==> config.mk <==
export PLATFORM = sky130hd
export DESIGN_NAME = vga_bus_slave
export DESIGN_NICKNAME = d
export VERILOG_FILES = /design/src/rtl/vga_bus_slave_pkg.sv /design/src/rtl/vga_wr_fifo.sv /design/src/rtl/vga_bus_slave.sv
export SDC_FILE = /design/constraint.sdc
export NUM_CORES = 1
export LEC_CHECK = 0
export BUFFER_PORTS_ARGS = -buffer_cell sky130_fd_sc_hd__buf_2
export CAP_MARGIN = 20
export CORE_ASPECT_RATIO = 1.5
export CORE_MARGIN = 5
export CORE_UTILIZATION = 45
export CTS_CLUSTER_SIZE = 25
export DETAILED_ROUTE_END_ITERATION = 10
export GPL_TIMING_DRIVEN = 0
export PLACE_DENSITY_LB_ADDON = 0.2
export SYNTH_ARGS = -nofsm -noshare
export SYNTH_HDL_FRONTEND = slang
export SYNTH_SLANG_ARGS = --single-unit
==> constraint.sdc <==
create_clock -name CLK -period 3.9 [get_ports CLK]
set_input_delay 0.39 -clock CLK [delete_from_list [all_inputs] [get_ports CLK]]
set_output_delay 0.39 -clock CLK [all_outputs]
set_load 0.01 [all_outputs]
==> src/rtl/vga_bus_slave_pkg.sv <==
// vga_bus_slave_pkg: register offsets, reset colour and FIFO entry layout for the VGA bus slave.
package vga_bus_slave_pkg;
    localparam logic [7:0] REG_X      = 8'd0;
    localparam logic [7:0] REG_Y      = 8'd1;
    localparam logic [7:0] REG_PIX    = 8'd2;
    localparam logic [7:0] REG_COL_LO = 8'd3;
    localparam logic [7:0] REG_COL_HI = 8'd4;
    localparam logic [15:0] CONFIG_COL_RST = 16'hFF00;
    localparam int FB_ADDR_W = 15;
    typedef struct packed {
        logic [6:0] y;
        logic [7:0] x;
        logic       pix;
    } fb_entry_t;
    function automatic logic in_window(input logic [7:0] addr, input logic [7:0] base);
        return addr >= base && 8'(addr - base) < 8'd5;
    endfunction
endpackage

==> src/rtl/vga_wr_fifo.sv <==
// vga_wr_fifo: synchronous FIFO with level count; a push into a full FIFO is taken when a pop shares the edge.
module vga_wr_fifo #(
    parameter int WIDTH = 16,
    parameter int DEPTH = 4
) (
    input  logic                   clk,
    input  logic                   rst,
    input  logic                   push,
    input  logic                   pop,
    input  logic [WIDTH-1:0]       din,
    output logic [WIDTH-1:0]       dout,
    output logic                   full,
    output logic                   empty,
    output logic [$clog2(DEPTH):0] level
);
    localparam int AW = $clog2(DEPTH);
    logic [WIDTH-1:0] mem [DEPTH];
    logic [AW-1:0] wp, rp;
    logic push_ok, pop_ok;
    assign empty   = level == '0;
    assign full    = level == (AW+1)'(DEPTH);
    assign pop_ok  = pop && !empty;
    assign push_ok = push && (!full || pop_ok);
    assign dout    = mem[rp];
    always_ff @(posedge clk or posedge rst) begin
        if (rst) begin
            wp    <= '0;
            rp    <= '0;
            level <= '0;
            for (int i = 0; i < DEPTH; i++) mem[i] <= '0;
        end else begin
            if (push_ok) begin
                mem[wp] <= din;
                wp      <= wp + AW'(1);
            end
            if (pop_ok) rp <= rp + AW'(1);
            level <= level + (AW+1)'(push_ok) - (AW+1)'(pop_ok);
        end
    end
endmodule

==> src/rtl/vga_bus_slave.sv <==
// vga_bus_slave: VGA register window decode, X/Y/colour registers and pixel-write queue to the frame buffer.
// Define VGA_BUS_AUTOINC_EN to advance X/Y after every in-range pixel write.
import vga_bus_slave_pkg::*;
module vga_bus_slave #(
    parameter logic [7:0] BASE_ADDR  = 8'hB0,
    parameter int         H_PIX      = 160,
    parameter int         V_PIX      = 120,
    parameter int         FIFO_DEPTH = 4
) (
    input  logic                        CLK,
    input  logic                        RESET,
    input  logic [7:0]                  BUS_ADDR,
    input  logic [7:0]                  BUS_DATA,
    input  logic                        BUS_WE,
    output logic                        FB_VALID,
    input  logic                        FB_READY,
    output logic [FB_ADDR_W-1:0]        FB_ADDR,
    output logic                        FB_DATA,
    output logic [15:0]                 CONFIG_COL,
    output logic [$clog2(FIFO_DEPTH):0] FIFO_LEVEL,
    output logic                        OVERFLOW
);
    localparam logic [7:0] X_LIM = 8'(H_PIX);
    localparam logic [7:0] X_MAX = 8'(H_PIX - 1);
    localparam logic [6:0] Y_LIM = 7'(V_PIX);
    localparam logic [6:0] Y_MAX = 7'(V_PIX - 1);
    logic [7:0] x, off;
    logic [6:0] y;
    logic hit, pix_req, push, pop, full, empty;
    fb_entry_t wr_ent, head;
    assign off     = BUS_ADDR - BASE_ADDR;
    assign hit     = BUS_WE && in_window(BUS_ADDR, BASE_ADDR);
    assign pix_req = hit && off == REG_PIX && x < X_LIM && y < Y_LIM;
    assign pop     = !empty && FB_READY;
    assign push    = pix_req && (!full || pop);
    assign wr_ent  = '{y, x, BUS_DATA[0]};
    vga_wr_fifo #(.WIDTH($bits(fb_entry_t)), .DEPTH(FIFO_DEPTH)) u_fifo (
        .clk   (CLK),
        .rst   (RESET),
        .push  (push),
        .pop   (pop),
        .din   (wr_ent),
        .dout  (head),
        .full  (full),
        .empty (empty),
        .level (FIFO_LEVEL)
    );
    // Head outputs read as zero while empty so stale entries never show.
    assign FB_VALID = !empty;
    assign FB_ADDR  = empty ? '0 : {head.y, head.x};
    assign FB_DATA  = !empty && head.pix;
    always_ff @(posedge CLK or posedge RESET) begin
        if (RESET) begin
            x          <= '0;
            y          <= '0;
            CONFIG_COL <= CONFIG_COL_RST;
            OVERFLOW   <= 1'b0;
        end else begin
            if (hit && off == REG_X) x <= BUS_DATA;
            if (hit && off == REG_Y) y <= BUS_DATA[6:0];
            if (hit && off == REG_COL_LO) CONFIG_COL[7:0] <= BUS_DATA;
            if (hit && off == REG_COL_HI) CONFIG_COL[15:8] <= BUS_DATA;
            if (pix_req && !push) OVERFLOW <= 1'b1;
`ifdef VGA_BUS_AUTOINC_EN
            if (pix_req) begin
                x <= (x == X_MAX) ? '0 : x + 8'd1;
                if (x == X_MAX) y <= (y == Y_MAX) ? '0 : y + 7'd1;
            end
`endif
        end
    end
endmodule

### Word level (Yosys, flattened, before mapping)

Cells that the tools add are included.

* add/subtract/negate cells: 5
* magnitude comparators: 7
* eq/ne operators: 5
* multiplexer cells: 7
* bitwise gates (word level): 2
* reduce and logical (&&, ||, !) cells: 23

Operators with widths (count)
* $bwmux W64: 1
* $mux W16: 3
* $bmux W16 S2: 1
* $demux W16 S2: 1
* $eq A8 B2 Y1 const B: 2
* $logic_and A1 B1 Y1: 16
* $mux W15: 1
* $eq A8 B1 Y1 const B: 1
* $eq A8 B3 Y1 const B: 1
* $ge A8 B8 Y1 const B: 1
* $logic_not A8 Y1: 1
* $lt A8 B3 Y1 const B: 1
* $lt A8 B8 Y1 const B: 1
* $sub A8 B8 Y8 const B: 1
* $lt A7 B7 Y1 const B: 1
* $ge A3 B3 Y1 const B: 2
* $not A2 Y3: 2
* $add A2 B1 Y2 const B: 2
* $add A3 B1 Y3: 1
* $eq A3 B3 Y1 const B: 1
* $logic_not A1 Y1: 3
* $logic_not A3 Y1: 1
* $lt A3 B1 Y1 const B: 1
* $sub A3 B1 Y3: 1
* $logic_or A1 B1 Y1: 2

* register bits after elaboration: 103
* input bits: 20
* output and inout port bits: 37
* word-level logic and storage cells: 61

### Longest topological paths before layout

* word-level depth: 11
* gate-level depth with buffers: 9
* mapped depth without buffers: 8

### Modules after synthesis

From an unflattened synthesis, not the netlist that was laid out.

* cell total of the unflattened synthesis: 293
* area total of the unflattened synthesis: 4672.0 µm²

Modules (own cells, without submodules)
* vga_wr_fifo: times used 1, cells each 191, area each 3186.8 µm², seq. area each 1776.7 µm²
* vga_bus_slave: times used 1, cells each 102, area each 1485.2 µm², seq. area each 810.8 µm²

### Worst setup path before layout

Ideal clock, no wire load.

* path kind: flip-flop to flip-flop
* start point: register u_fifo.level[1]
* end point: register u_fifo.level[2]
* library setup time: 0.123 ns
* arrival time: 2.283 ns
* required time: 3.777 ns
* slack: 1.494 ns
* cell stages (with the launch flop): 8
* buffers on the path: 1
* clock period less this slack: 2.406 ns
* cell sequence: dfrtp_1 -> or4b_2 -> clkbuf_1 -> and3_1 -> ha_1 -> fa_1 -> xnor2_1 -> xnor2_1

* longest elaborated chain between the ends: 8
* elaborated cells between the ends (all ways): 12
* those cells by class: 2 x add/sub; 1 x eq/ne; 9 x reduce/logical

RTL lines
* start: declaration: RTL line vga_wr_fifo.sv:14 `output logic [$clog2(DEPTH):0] level`
* start signal: assignment: RTL line vga_wr_fifo.sv:37 `level <= level + (AW+1)'(push_ok) - (AW+1)'(pop_ok);`
* $logic_not A3 Y1: RTL line vga_wr_fifo.sv:20 `assign empty = level == '0;`
* $logic_not A1 Y1: RTL line vga_wr_fifo.sv:22, vga_bus_slave.sv:34
* $logic_and A1 B1 Y1: RTL line vga_bus_slave.sv:34 `assign pop = !empty && FB_READY;`
* $logic_or A1 B1 Y1 or $logic_and A1 B1 Y1 (tied branches): RTL line vga_bus_slave.sv:35, vga_wr_fifo.sv:22
* $logic_and A1 B1 Y1 or $logic_or A1 B1 Y1 (tied branches): RTL line vga_bus_slave.sv:35, vga_wr_fifo.sv:23
* $logic_and A1 B1 Y1 *: RTL line vga_wr_fifo.sv:23 `assign push_ok = push && (!full || pop_ok);`
* via u_fifo.push_ok: RTL line vga_wr_fifo.sv:19 `logic push_ok, pop_ok;`
* $add A3 B1 Y3 *: RTL line vga_wr_fifo.sv:37
* $sub A3 B1 Y3 *: RTL line vga_wr_fifo.sv:37

The timed path passes the listed nets; every way through them passes the cells marked *.
A chain may end at the register's enable or synchronous reset.

### Final worst setup path

* start point: register u_fifo.rp[1]
* end point: output FB_ADDR[10]

* longest elaborated chain between the ends: 5

RTL lines
* start: declaration: RTL line vga_wr_fifo.sv:18 `logic [AW-1:0] wp, rp;`
* start signal: assignment: RTL line vga_wr_fifo.sv:36 `if (pop_ok) rp <= rp + AW'(1);`
* $not A2 Y3 (not written as such): RTL line vga_wr_fifo.sv:24 `assign dout = mem[rp];`
* $bmux W16 S2: RTL line vga_wr_fifo.sv:24
* $mux W16 (not written as such) (2 in a row): RTL line vga_wr_fifo.sv:24
* $mux W15: RTL line vga_bus_slave.sv:50 `assign FB_ADDR = empty ? '0 : {head.y, head.x};`
* end: declaration: RTL line vga_bus_slave.sv:17 `output logic [FB_ADDR_W-1:0] FB_ADDR,`

No other way between the ends. The select of a mux whose other input is x is not followed.

==> impl_metrics.json <==
{
  "status": "completed",
  "crit_required_ps": 3510,
  "critPathMaxFanout": 10,
  "hold_viol_final": 0,
  "remaining_drc_errors": 0,
  "worst_pin_slew_ps": 743,
  "coreArea_um2": 10000,
  "cts-resized-gates": 0,
  "multiInputGateArea_um2": 1880,
  "cts_made_buffers": 9,
  "n_antenna_cell": 0,
  "start_util": 0.457,
  "slew_headroom": 0.504,
  "clk_path_buf_depth": 2,
  "placed_cells": 464,
  "finalCritPeriodShare": 0.725,
  "grt_max_degree": 73,
  "r2r_setup_slack_ps": 1340,
  "grt-ovfl-total": 0,
  "place_hpwl_um": 6470,
  "end_kind": "output port",
  "crit-reg2reg-launch": "u_fifo.level[1]",
  "cts_tree": "yes",
  "clkLatencyLatePin_ps": 340,
  "path_class": "flip-flop to output port",
  "fin_area_um2": 5340,
  "cts_max_level": 3,
  "cts.sinks": 103,
  "fp.dieH_um": 134,
  "final-seq-area_um2": 2590,
  "fin_skew_ps": 7.82,
  "dieArea_um2": 12300,
  "fmax_mhz": 354,
  "antenna_found_initial": 0,
  "synthCells": 290,
  "final_cell_mix": "mux2_2, dfrtp_1, buf_2, and2_1, mux4_2",
  "num_rows": 45,
  "vias": 2596,
  "grt_pass1_wl_um": 15100,
  "gp_congestion": 0.728,
  "syn-cell-area_um2": 4580,
  "fillers": 866,
  "drt_pass1_iterations": 4,
  "hold_path_class": "input pin to async pin",
  "slew_violations": 0,
  "grt_usage": 0.162,
  "postSynthAreaPerCell_um2": 15.8,
  "leakage_nw": 2.75,
  "cp-start-kind": "flip-flop",
  "ys_ff_latch": 103,
  "yosysWarningCount": 0,
  "finalSetupViolCount": 0,
  "ir_worst_vdd_mv": 0.285,
  "placed_area_um2": 5040,
  "post_cts_buffers": 0,
  "yosysUniqueCellTypes": 29,
  "max_cap_violations": 0,
  "instances_no_fill": 480,
  "nets": 385,
  "wire_per_inst_um": 19.0,
  "min_period_ps": 2830,
  "drive_above_1_share": 0.565,
  "avgViaCountPerCell": 5.41,
  "mostFrequentLayoutCell": "mux2_2",
  "ctsHoldBuffers": 0,
  "r2r_cells": 7,
  "syn-num-nets": 317,
  "die_x_um": 92.4,
  "fin_util": 0.532,
  "ios": 57,
  "grt_pass1_vias": 2769,
  "drtIter0Drc": 113,
  "routed_wirelength_um": 9140,
  "synth_edf_count": 0,
  "numPortBuffers": 56,
  "ys_async_sr_fraction": 1.00,
  "clkTransAtPathRegs_ps": 70,
  "p_per_area_nw_per_um2": 460,
  "syn2layout_area_growth_pct": 16.5,
  "worstReg2RegEnd": "u_fifo.level[2]",
  "cts_root_buffer": "clkbuf_16",
  "synthFlopType": "dfrtp_1",
  "drtAntennaViolNets": 0,
  "arrival_ps": 2440,
  "synth_seq_area_share": 0.565,
  "holdWs_ps": 43.1,
  "rsz0062_at_grt": "false"
}
-- state kept, by name, summed over array words and instances (netlist names) --
register	flops
u_fifo.mem	64
x	8
u_fifo.wp	2
u_fifo.level	3
CONFIG_COL	16
y	7
OVERFLOW	1
u_fifo.rp	2
-- cell usage after synthesis (2+ instances only) --
cell       n  area share
and2_1    19       0.026
buf_6      4      0.0098
xnor2_1    4      0.0076
buf_2      2      0.0022
dfstp_2    8       0.046
mux4_2    16       0.079
nor2_1     2      0.0016
clkbuf_1   8      0.0066
nand4_2    4       0.011
ha_1       6       0.016
mux2_2    96        0.24
inv_1      7      0.0057
dfrtp_1   95        0.52
nand3_1    3      0.0033
nand2_1    2      0.0016
-- area by class of cell --
type | instances | share of cell area
flip-flops and latches | 103 | 0.485
multi-input cells | 166 | 0.352
repair buffers | 57 | 0.0577
clock buffers | 11 | 0.0455
well taps | 117 | 0.0274
plain buffers | 14 | 0.0159
clock inverters | 5 | 0.0106
inverters | 7 | 0.00539
-- worst max-delay path, stage by stage (launching register included) --
cell      delay [ps]
dfrtp_1          320
clkbuf_1         410
clkbuf_1         630
mux4_2           440
and2_1           170
buf_2            130
-- worst max path at each step --
| stage | cells after the start | startpoint | endpoint |
|---|---|---|---|
| after floorplan | 1 | RESET | CONFIG_COL[0] |
| after global placement | 2 | RESET | u_fifo.level[0] |
| after detailed placement | 8 | FB_READY | u_fifo.level[2] |
| after CTS | 5 | u_fifo.rp[1] | FB_ADDR[10] |
| after global routing | 5 | u_fifo.rp[1] | FB_ADDR[6] |
| final | 5 | u_fifo.rp[1] | FB_ADDR[10] |
-- report_power, final --
| group | switching, mW | total, mW | internal (mW) |
|---|---|---|---|
| sequential | 0.0344 | 1.15 | 1.12 |
| combinational | 0.239 | 0.407 | 0.167 |
| clock | 0.380 | 0.895 | 0.515 |
| total | 0.653 | 2.45 | 1.80 |
-- metal layers --
metal,wire length (um),global-route usage,up-vias
met3,342,0.0407,17
li1,-,-,1185
met2,4700,0.270,45
met5,0,0,-
met4,223,0.0636,0
met1,3870,0.201,1349
-- through the flow --
stage | power (mW) | TNS (ps) | worst slack [ps]
global route | 2.58 | 0 | 944
global placement | 1.58 | -28610 | -309
CTS | 2.49 | 0 | 1020
finish | 2.45 | 0 | 1070
floorplan | 1.45 | 0 | 819
detailed placement | 1.59 | 0 | 1280
-- kinds of logic (layout without fill, tap and decap cells) --
family / Yosys count / count (layout) / share of synthesized area
compound gates: 3 / 3 / 0.00492
xor+xnor: 5 / 5 / 0.00956
fa+ha+maj: 7 / 7 / 0.0208
buf+inv: 21 / 94 / 0.0243
flops: 103 / 103 / 0.565
mux: 112 / 112 / 0.315
simple gates: 39 / 39 / 0.0607
No activity file was read; power rests on OpenSTA's default activity.
